**config.mk**
```make
export PLATFORM = sky130hd
export DESIGN_NAME = csr_access_ctrl
export DESIGN_NICKNAME = d
export VERILOG_FILES = /design/src/rtl/csr_access_ctrl.sv
export SDC_FILE = /design/constraint.sdc
export NUM_CORES = 1
export LEC_CHECK = 0
export BUFFER_PORTS_ARGS = -buffer_cell sky130_fd_sc_hd__buf_2
export CAP_MARGIN = 40
export CORE_ASPECT_RATIO = 0.75
export CORE_MARGIN = 2
export CORE_UTILIZATION = 25
export CTS_CLUSTER_SIZE = 8
export DETAILED_ROUTE_END_ITERATION = 16
export GPL_ROUTABILITY_DRIVEN = 0
export PLACE_DENSITY_LB_ADDON = 0.12
export SLEW_MARGIN = 5
export SYNTH_ARGS = -nofsm -noshare
export SYNTH_HDL_FRONTEND = slang
export SYNTH_SLANG_ARGS = --single-unit
```
**constraint.sdc**
```tcl
create_clock -name clock -period 10.6 [get_ports clock]
set_input_delay 1.06 -clock clock [delete_from_list [all_inputs] [get_ports clock]]
set_output_delay 1.06 -clock clock [all_outputs]
set_load 0.005 [all_outputs]
```
**src/rtl/csr_access_ctrl.sv**
```systemverilog
// Machine-mode CSR sequencer: runs Zicsr ops, trap entry and MRET on the single
// CSR read/write port, one CSR write per cycle, and returns rd / redirect results.
module csr_access_ctrl #(
  parameter logic [11:0] MSTATUS_ADDR = 12'h300,
  parameter logic [11:0] MTVEC_ADDR   = 12'h305,
  parameter logic [11:0] MEPC_ADDR    = 12'h341,
  parameter logic [11:0] MCAUSE_ADDR  = 12'h342,
  parameter logic [11:0] MTVAL_ADDR   = 12'h343
) (
  input  logic        clock,
  input  logic        reset,
  input  logic        req_valid,
  output logic        req_ready,
  input  logic [1:0]  req_kind,
  input  logic [2:0]  req_funct3,
  input  logic [11:0] req_csr_addr,
  input  logic [31:0] req_rs1_val,
  input  logic [4:0]  req_zimm,
  input  logic        req_src_zero,
  input  logic [31:0] req_cause,
  input  logic [31:0] req_pc,
  input  logic [31:0] req_tval,
  output logic [11:0] csr_r_addr,
  input  logic [31:0] csr_r_val,
  output logic [11:0] csr_w_addr,
  output logic [31:0] csr_w_val,
  output logic        csr_w_enable,
  output logic        done_valid,
  output logic [31:0] done_rd_val,
  output logic        done_redirect,
  output logic [31:0] done_target,
  output logic        done_illegal
);

  typedef enum logic [3:0] {
    S_IDLE, S_CSR_OP, S_T_EPC, S_T_CAUSE, S_T_TVAL, S_T_STATUS, S_T_VEC,
    S_M_STATUS, S_M_EPC, S_DONE
  } state_t;

  state_t      state;
  logic [1:0]  kind_q;
  logic [2:0]  funct3_q;
  logic [11:0] addr_q;
  logic [31:0] rs1_q;
  logic [4:0]  zimm_q;
  logic        src_zero_q;
  logic [31:0] cause_q;
  logic [31:0] pc_q;
  logic [31:0] tval_q;

  logic [31:0] op_src;
  logic [31:0] op_new;
  logic        op_writes;
  logic        op_illegal;
  logic [31:0] vec_base;
  logic [31:0] vec_target;
  logic [31:0] trap_status;
  logic [31:0] mret_status;

  assign req_ready  = (state == S_IDLE) & ~reset;
  assign done_valid = (state == S_DONE);

  // RW always writes; RS/RC only when the source register/immediate is nonzero.
  always_comb begin
    op_src     = funct3_q[2] ? {27'b0, zimm_q} : rs1_q;
    op_writes  = (funct3_q[1:0] == 2'b01) | ~src_zero_q;
    op_illegal = (kind_q == 2'b11) | (funct3_q[1:0] == 2'b00) |
                 (op_writes & (addr_q[11:10] == 2'b11));
    case (funct3_q[1:0])
      2'b01:   op_new = op_src;
      2'b10:   op_new = csr_r_val | op_src;
      2'b11:   op_new = csr_r_val & ~op_src;
      default: op_new = csr_r_val;
    endcase
    vec_base   = {csr_r_val[31:2], 2'b00};
    vec_target = ((csr_r_val[1:0] == 2'b01) && cause_q[31]) ?
                 vec_base + {cause_q[29:0], 2'b00} : vec_base;
    trap_status        = csr_r_val;
    trap_status[7]     = csr_r_val[3];
    trap_status[3]     = 1'b0;
    trap_status[12:11] = 2'b11;
    mret_status        = csr_r_val;
    mret_status[3]     = csr_r_val[7];
    mret_status[7]     = 1'b1;
    mret_status[12:11] = 2'b11;
  end

  // Port drive is decoded from state because write data depends on same-cycle read data.
  always_comb begin
    csr_r_addr   = 12'h000;
    csr_w_addr   = 12'h000;
    csr_w_val    = 32'h0;
    csr_w_enable = 1'b0;
    case (state)
      S_CSR_OP: begin
        csr_r_addr   = addr_q;
        csr_w_addr   = addr_q;
        csr_w_val    = op_new;
        csr_w_enable = op_writes & ~op_illegal;
      end
      S_T_EPC: begin
        csr_w_addr   = MEPC_ADDR;
        csr_w_val    = pc_q & ~32'h3;
        csr_w_enable = 1'b1;
      end
      S_T_CAUSE: begin
        csr_w_addr   = MCAUSE_ADDR;
        csr_w_val    = cause_q;
        csr_w_enable = 1'b1;
      end
      S_T_TVAL: begin
        csr_w_addr   = MTVAL_ADDR;
        csr_w_val    = tval_q;
        csr_w_enable = 1'b1;
      end
      S_T_STATUS: begin
        csr_r_addr   = MSTATUS_ADDR;
        csr_w_addr   = MSTATUS_ADDR;
        csr_w_val    = trap_status;
        csr_w_enable = 1'b1;
      end
      S_T_VEC:  csr_r_addr = MTVEC_ADDR;
      S_M_STATUS: begin
        csr_r_addr   = MSTATUS_ADDR;
        csr_w_addr   = MSTATUS_ADDR;
        csr_w_val    = mret_status;
        csr_w_enable = 1'b1;
      end
      S_M_EPC:  csr_r_addr = MEPC_ADDR;
      default: ;
    endcase
  end

  always_ff @(posedge clock or posedge reset) begin
    if (reset) begin
      state         <= S_IDLE;
      kind_q        <= 2'b00;
      funct3_q      <= 3'b000;
      addr_q        <= 12'h000;
      rs1_q         <= 32'h0;
      zimm_q        <= 5'h00;
      src_zero_q    <= 1'b0;
      cause_q       <= 32'h0;
      pc_q          <= 32'h0;
      tval_q        <= 32'h0;
      done_rd_val   <= 32'h0;
      done_redirect <= 1'b0;
      done_target   <= 32'h0;
      done_illegal  <= 1'b0;
    end else begin
      case (state)
        S_IDLE: begin
          if (req_valid) begin
            kind_q        <= req_kind;
            funct3_q      <= req_funct3;
            addr_q        <= req_csr_addr;
            rs1_q         <= req_rs1_val;
            zimm_q        <= req_zimm;
            src_zero_q    <= req_src_zero;
            cause_q       <= req_cause;
            pc_q          <= req_pc;
            tval_q        <= req_tval;
            done_redirect <= 1'b0;
            done_illegal  <= 1'b0;
            case (req_kind)
              2'b01:   state <= S_T_EPC;
              2'b10:   state <= S_M_STATUS;
              default: state <= S_CSR_OP;
            endcase
          end
        end
        S_CSR_OP: begin
          done_rd_val  <= op_illegal ? 32'h0 : csr_r_val;
          done_illegal <= op_illegal;
          state        <= S_DONE;
        end
        S_T_EPC:    state <= S_T_CAUSE;
        S_T_CAUSE:  state <= S_T_TVAL;
        S_T_TVAL:   state <= S_T_STATUS;
        S_T_STATUS: state <= S_T_VEC;
        S_T_VEC: begin
          done_target   <= vec_target;
          done_redirect <= 1'b1;
          state         <= S_DONE;
        end
        S_M_STATUS: state <= S_M_EPC;
        S_M_EPC: begin
          done_target   <= csr_r_val & ~32'h3;
          done_redirect <= 1'b1;
          state         <= S_DONE;
        end
        default: state <= S_IDLE;
      endcase
    end
  end

endmodule

```
==> reports/results.ini, run 1 <==
[logic_synthesis]
synthArstFlopShare_pct = 100
yosysMostFrequentCell = dfrtp_1
synth_xor_area_share_pct = 1.78
yosysTopAreaCell = dfrtp_1
yosys.area_share.simple_pct = 10.2
synth-compound-area-share_pct = 19.9
synthMuxAreaShare_pct = 14.5
synth_top_area_share_pct = 45.9
synth_commonest_cells = dfrtp_1 (217), mux2_2 (148), nand2_1 (100), o21ai_0 (79), nor2_1 (66)
synth_edf_count = 0
synthCells = 1148
ys_seq_area_share_pct = 45.9
syn_area_um2 = 11800
synth_top_family_by_area = compound AO/OA/AOI/OAI gates
synth-seq-cells = 217
synthFlopType = dfrtp_1
ys.warnings.count = 0
synth_fa_ha_area_share_pct = 3.45
ys_types = 69
ys_top_cells_by_area = dfrtp_1 (46%), mux2_2 (14%), a22o_1 (4.8%)
syn_area_per_cell_um2 = 10.3

[pwr]
p_leak_uw = 0.00698
powerDensity_nw_per_um2 = 322
ir_drop_mv = 0.158

[setup_path]
cp.arrival_ps = 3420
worstPathRequired_ps = 9540
setup.worst_path.start_class = flip-flop
critical_path_peak_fanout = 59
criticalPathCategory = flip-flop to primary output
cp-end-kind = primary output

[detailed_routing]
via_per_inst = 4.95
first_pass_iters = 9
drt_iter0_markers = 758
avgRoutedWirePerCell_um = 22.8
ant_nets = 0
drcViolationCount = 0
wl_um = 47300
vias = 10277

[hold_path]
hold_path_class = flip-flop to flip-flop

[die]
dieArea_um2 = 49100
rows = 69
io_pins = 311
die_w_um = 255
die_height_um = 192
coreArea_um2 = 47100
start_util_pct = 25.2

[grt]
grt_pass1_vias = 10327
track_usage_pct = 19.2
grt_antenna_before_repair = 7
grt_pass1_wl_um = 69700
grt_overflow = 0
grt_max_degree = 61

[sta]
rsz0062_at_grt = no
fin_crit_ps = 4480
fin_skew_ps = 14.6
worst_pin_slew_ps = 844
setup_tns_ps = 0
setup_violations = 0
relSlewSlack_pct = 43.5
timing.fmax_mhz = 223
post-route-period-util_pct = 42.2
maxSlewViolCount = 0
hold_violations = 0

[clock_tree]
htreeDepth = 1
post_cts_buffers = 0
cts.root.buffer_cell = clkbuf_16
clk_latency_ps = 580
clk_pin_slew_ps = 60
cts_buffer_depth = 3
hold_buffers = 0
cts.sinks = 217
cts_resized = 0
cts_tree = built
cts_buffers = 31

[layout]
final_cells = 2076
seqCellArea_um2 = 5430
n_fill_cell = 4916
drive_above_1_share_pct = 37.8
multi_input_area_um2 = 5960
nets = 1648
syn_to_final_growth_pct = 26.4

[placement]
portBuffers = 306
dp.cells = 2036
dp_hpwl_um = 34200

[run]
maxCapViolations = 0

[status]
status = complete, no violations

[report_power, final]
part           switching, uW  total, uW  internal (uW)
Sequential               349       1590           1240
Combinational           1270       2320           1060
Clock                    374        899            526
[worst max-delay path, cell delays in order, from the launching register on]
cell	delay [ps]
dfrtp_1	660
nor2b_1	690
nand2_2	80
buf_4	360
o31ai_1	400
buf_2	250
nand2_1	70
o211ai_1	140
buf_2	170
[cell type report]
cell class	instances	share of cell area, %
multi-input cells	808	39.9
flip-flops and latches	217	36.3
repair buffers	333	11.9
clock buffers	37	5.47
well taps	639	5.35
inverters	39	1.03
diodes	3	0.0502
[kinds of logic after synthesis]
group                      Yosys count
other                                1
muxes                              153
buffers and inverters              124
xor gates and xnor gates            24
and+or+nand+nor                    258
adders and majority gates           32
AOI/OAI and AO/OA                  339
DFF                                217
[per-layer routing]
layer / GRT usage, % / vias up / routed length [um]
li1: - / 4805 / -
met1: 29.7 / 5104 / 23800
met2: 27.2 / 301 / 19400
met3: 4.14 / 59 / 3260
met4: 3.60 / 8 / 786
met5: 0 / - / 52
[layout by cell type (no fill, tap or decap), types with 3 or more instances in the layout]
| master | instances |
|---|---|
| buf_2 | 307 |
| and4_1 | 3 |
| nand3b_1 | 3 |
| diode_2 | 3 |
| nand4_1 | 3 |
| xnor2_1 | 16 |
| o21ai_0 | 79 |
| mux2i_1 | 5 |
| xor2_1 | 8 |
| dfrtp_1 | 216 |
| o21bai_1 | 3 |
| ha_1 | 31 |
| a21o_1 | 7 |
| buf_4 | 23 |
| a222oi_1 | 21 |
| and3_1 | 19 |
| a22oi_1 | 19 |
| clkbuf_16 | 31 |
| a211oi_1 | 5 |
| nor2b_1 | 3 |
| clkbuf_1 | 4 |
| or3_1 | 4 |
| o211ai_1 | 10 |
| nor3b_1 | 4 |
| nor2_1 | 66 |
| o21ai_1 | 5 |
| a21oi_1 | 62 |
| mux2_2 | 148 |
| a22o_1 | 65 |
| a31oi_1 | 16 |
| nor3_1 | 9 |
| nand3_1 | 18 |
| o31ai_1 | 20 |
| a221oi_1 | 5 |
| nand2_1 | 99 |
| inv_1 | 36 |
| nand2b_1 | 8 |
[worst paths after layout]
check                                from               to  slack [ps]  cells past startpoint
max                              state[0]    csr_w_val[28]        6120                      8
min                        done_target[6]   done_target[6]         470                      2
max reg2reg                    cause_q[0]  done_target[30]        7680                     11
min reg2reg                done_target[6]   done_target[6]         470                      2
max in group asynchronous           reset        rs1_q[24]        8480                      5
min in group asynchronous           reset        rs1_q[11]         500                      2
[flip-flops by register name, summed over array words and instances, names as in the netlist, 2 cells and up]
register,flops
addr_q,12
pc_q,30
kind_q,2
cause_q,32
state,4
zimm_q,5
rs1_q,32
done_rd_val,32
done_target,30
tval_q,32
funct3_q,3
[per-stage QoR]
stage	instance area [um^2]	util, %	hold WS [ps]	worst slack, ps	total power, uW
6_report	15000	31.8	472	6120	4810
5_1_grt	15000	31.8	495	5800	5220
4_1_cts	14900	31.8	476	6020	4890
3_5_place_dp	14100	30.0	465	6660	3950
3_3_place_gp	14000	29.9	456	6260	3920
2_1_floorplan	11800	-	450	3360	3020
Note: power is estimated with default switching activity, not from simulation.
==> run 2: changes to the inputs <==
--- a/config.mk
+++ b/config.mk
@@ -5,6 +5,7 @@
 export SDC_FILE = /design/constraint.sdc
 export NUM_CORES = 1
 export LEC_CHECK = 0
+export ABC_AREA = 1
 export BUFFER_PORTS_ARGS = -buffer_cell sky130_fd_sc_hd__buf_2
 export CAP_MARGIN = 40
 export CORE_ASPECT_RATIO = 0.75
==> constraint.sdc (replaced) <==
create_clock -name clock -period 4.15 [get_ports clock]
set_input_delay 0.415 -clock clock [delete_from_list [all_inputs] [get_ports clock]]
set_output_delay 0.415 -clock clock [all_outputs]
set_load 0.005 [all_outputs]
==> run 2 against run 1 <==
Net effect: power up 150%; routed wire length up 17%; synthesized cell count up 53%; area after synthesis up 5.8%; global-route usage up 1.8 points; clock skew down 2.3 ps; worst setup slack worse by 5500 ps; register-to-register slack worse by 5900 ps; critical endpoint is now csr_w_val[12].
==> reports/results.ini, run 2 <==
[sta]
worst_pin_slew_ps = 838  ; -6.42 ps
post-route-period-util_pct = 84.2
timing.fmax_mhz = 286
fin_skew_ps = 12.3  ; -2.34 ps
maxSlewViolCount = 0  ; unchanged
rsz0062_at_grt = no
setup_tns_ps = 0  ; unchanged
hold_violations = 0  ; unchanged
relSlewSlack_pct = 43.6  ; +0.046 points
fin_crit_ps = 3490
setup_violations = 0  ; unchanged
fin_ws_ps = 656  ; -5470 ps

[clock_tree]
cts_tree = built
cts.sinks = 217  ; unchanged
cts_resized = 0  ; unchanged
clk_latency_ps = 580  ; about the same
hold_buffers = 1  ; +1
cts.root.buffer_cell = clkbuf_16
cts_buffers = 31  ; unchanged
htreeDepth = 1  ; unchanged
post_cts_buffers = 0  ; unchanged
cts_buffer_depth = 3  ; unchanged
clk_pin_slew_ps = 50  ; about the same

[setup_path]
rr_worst_depth = 8  ; -3
crit_path_end = csr_w_val[12]
cp.arrival_ps = 3080  ; -340 ps
setup.worst_path.start_class = flip-flop
r2r_end = cause_q[13]
criticalPathCategory = flip-flop to primary output
worstReg2RegStart = state[2]
critical_path_peak_fanout = 29  ; -51%
worstPathRequired_ps = 3730  ; -5810 ps
cp-end-kind = primary output
r2r_slack_ps = 1820  ; -5860 ps
startpoint = funct3_q[0]

[run]
maxCapViolations = 0  ; unchanged

[die]
start_util_pct = 25.5  ; +0.32 points
die_w_um = 262  ; +2.8%
die_height_um = 198  ; +2.8%
io_pins = 311  ; unchanged
dieArea_um2 = 51900  ; +5.7%
rows = 70  ; +1.4%
coreArea_um2 = 49100  ; +4.4%

[detailed_routing]
first_pass_iters = 6  ; -3
vias = 12482  ; +21%
via_per_inst = 4.66  ; -6.0%
ant_nets = 0  ; unchanged
wl_um = 55400  ; +17%
avgRoutedWirePerCell_um = 20.7  ; -9.3%
drt_iter0_markers = 902  ; +19%
drcViolationCount = 0  ; unchanged

[grt]
track_usage_pct = 21.0  ; +1.8 points
grt_overflow = 0  ; unchanged
grt_pass1_wl_um = 81800  ; +17%
grt_max_degree = 107  ; +75%
grt_pass1_vias = 12347  ; +20%
grt_antenna_before_repair = 3  ; -4

[layout]
syn_to_final_growth_pct = 23.6
mostFrequentLayoutCells = nand2_1 (664), buf_2 (306), inv_1 (231)
drive_above_1_share_pct = 19.1  ; -19 points
n_fill_cell = 5438  ; +11%
nets = 2247  ; +36%
multi_input_area_um2 = 5700  ; -4.3%
seqCellArea_um2 = 5430  ; about the same
final_common_cell = nand2_1

[logic_synthesis]
synth_top_area_share_pct = 43.4  ; -2.5 points
synthCells = 1754  ; +53%
yosysTopAreaCell = dfrtp_1
ys_seq_area_share_pct = 43.4  ; -2.5 points
synth_commonest_cells = nand2_1 (664), inv_1 (232), dfrtp_1 (217), o21ai_0 (145), nor2_1 (69)
yosysMostFrequentCell = nand2_1
synthFlopType = dfrtp_1
synth_edf_count = 0  ; unchanged
ys_top_cells_by_area = dfrtp_1 (43%), nand2_1 (20%), inv_1 (7.0%)
syn_area_per_cell_um2 = 7.14  ; -31%
synthArstFlopShare_pct = 100  ; unchanged
syn_area_um2 = 12500  ; +5.8%
ys.warnings.count = 0  ; unchanged
synth-seq-cells = 217  ; unchanged
ys_types = 43  ; -38%

[placement]
portBuffers = 306  ; unchanged
dp_hpwl_um = 42000  ; +23%
pre_cts_slack_ps = 1240  ; -5420 ps

[pwr]
powerDensity_nw_per_um2 = 772  ; +140%
ir_drop_mv = 0.345  ; +120%
p_leak_uw = 0.00838  ; +20%

[hold_path]
hold_path_class = input pin to flip-flop
worstHoldStart = req_rs1_val[30]

[status]
status = complete, no violations

-- run 2: cell types whose count changed after synthesis, sizes merged, moves of 39 or more --
| cell | before | now |
|---|---|---|
| a22o | 65 | 0 |
| clkbuf | 65 | 26 |
| inv | 37 | 244 |
| mux2 | 148 | 0 |
| nand2 | 101 | 665 |
| nand3 | 20 | 65 |
| o21ai | 86 | 187 |
-- run 2: worst max-delay path, cell delays in order (launching register included) --
cell and delay [ps]:
dfrtp_1 410, inv_2 370, nor2_2 130, or2_4 310
inv_2 520, o21ai_0 160, a22oi_1 160, o2111ai_1 230
buf_2 210
-- run 2: kinds of logic (layout without fill, tap and decap cells) --
| group | after synthesis | after routing | share of synthesized area (%) |
|---|---|---|---|
| simple gates | 825 | 825 | 26.1 |
| fa+ha+maj | 32 | 32 | 3.26 |
| buf+inv | 329 | 606 | 11.1 |
| flops | 217 | 217 | 43.4 |
| other cells | 1 | 3 | 0.0300 |
| compound gates | 341 | 341 | 15.6 |
| xor+xnor | 9 | 9 | 0.630 |
-- run 2: report_power, final --
| part | internal, uW | total (uW) | switching, uW | leakage [uW] |
|---|---|---|---|---|
| combinational | 1960 | 5890 | 3940 | 0.00528 |
| clock | 1380 | 2350 | 973 | 0.000409 |
| sequential | 3100 | 3690 | 590 | 0.00269 |
-- run 2: how the worst min path moves through the flow --
stage               depth (start not counted)    endpoint
floorplan                                   2    rs1_q[0]
global placement                            2    rs1_q[3]
detailed placement                          2  tval_q[26]
CTS                                         3   rs1_q[13]
global route                                3   tval_q[7]
finish                                      3   rs1_q[30]
-- run 2: area by class of cell --
type | instances | share of cell area, %
multi-input combinational | 1209 | 36.9
sequential | 217 | 35.1
timing repair buffer | 325 | 11.4
inverter | 245 | 6.00
tap | 648 | 5.24
clock buffer | 34 | 5.09
clock inverter | 2 | 0.323
antenna | 1 | 0.0162
-- run 2: per-stage QoR --
stage          cell area [um^2]  instances  power (uW)  util [%]  hold WS, ps
2_1_floorplan             12500       1755        7310         -          444
3_3_place_gp              14500       2639        9560      29.6          458
3_5_place_dp              14600       2643        9640      29.8          451
4_1_cts                   15500       2680       12100      31.5         1.03
5_1_grt                   15500       2681       13000      31.5         21.0
6_report                  15500       2681       11900      31.5         32.7
-- run 2: metal layers --
metal  GRT usage, %  routed length (um)  vias to the layer above
met2           31.3               23100                      378
li1               -                   -                     6119
met4           3.94                 962                        2
met1           32.1               28200                     5928
met3           3.28                3170                       55
met5              0                  16                        -
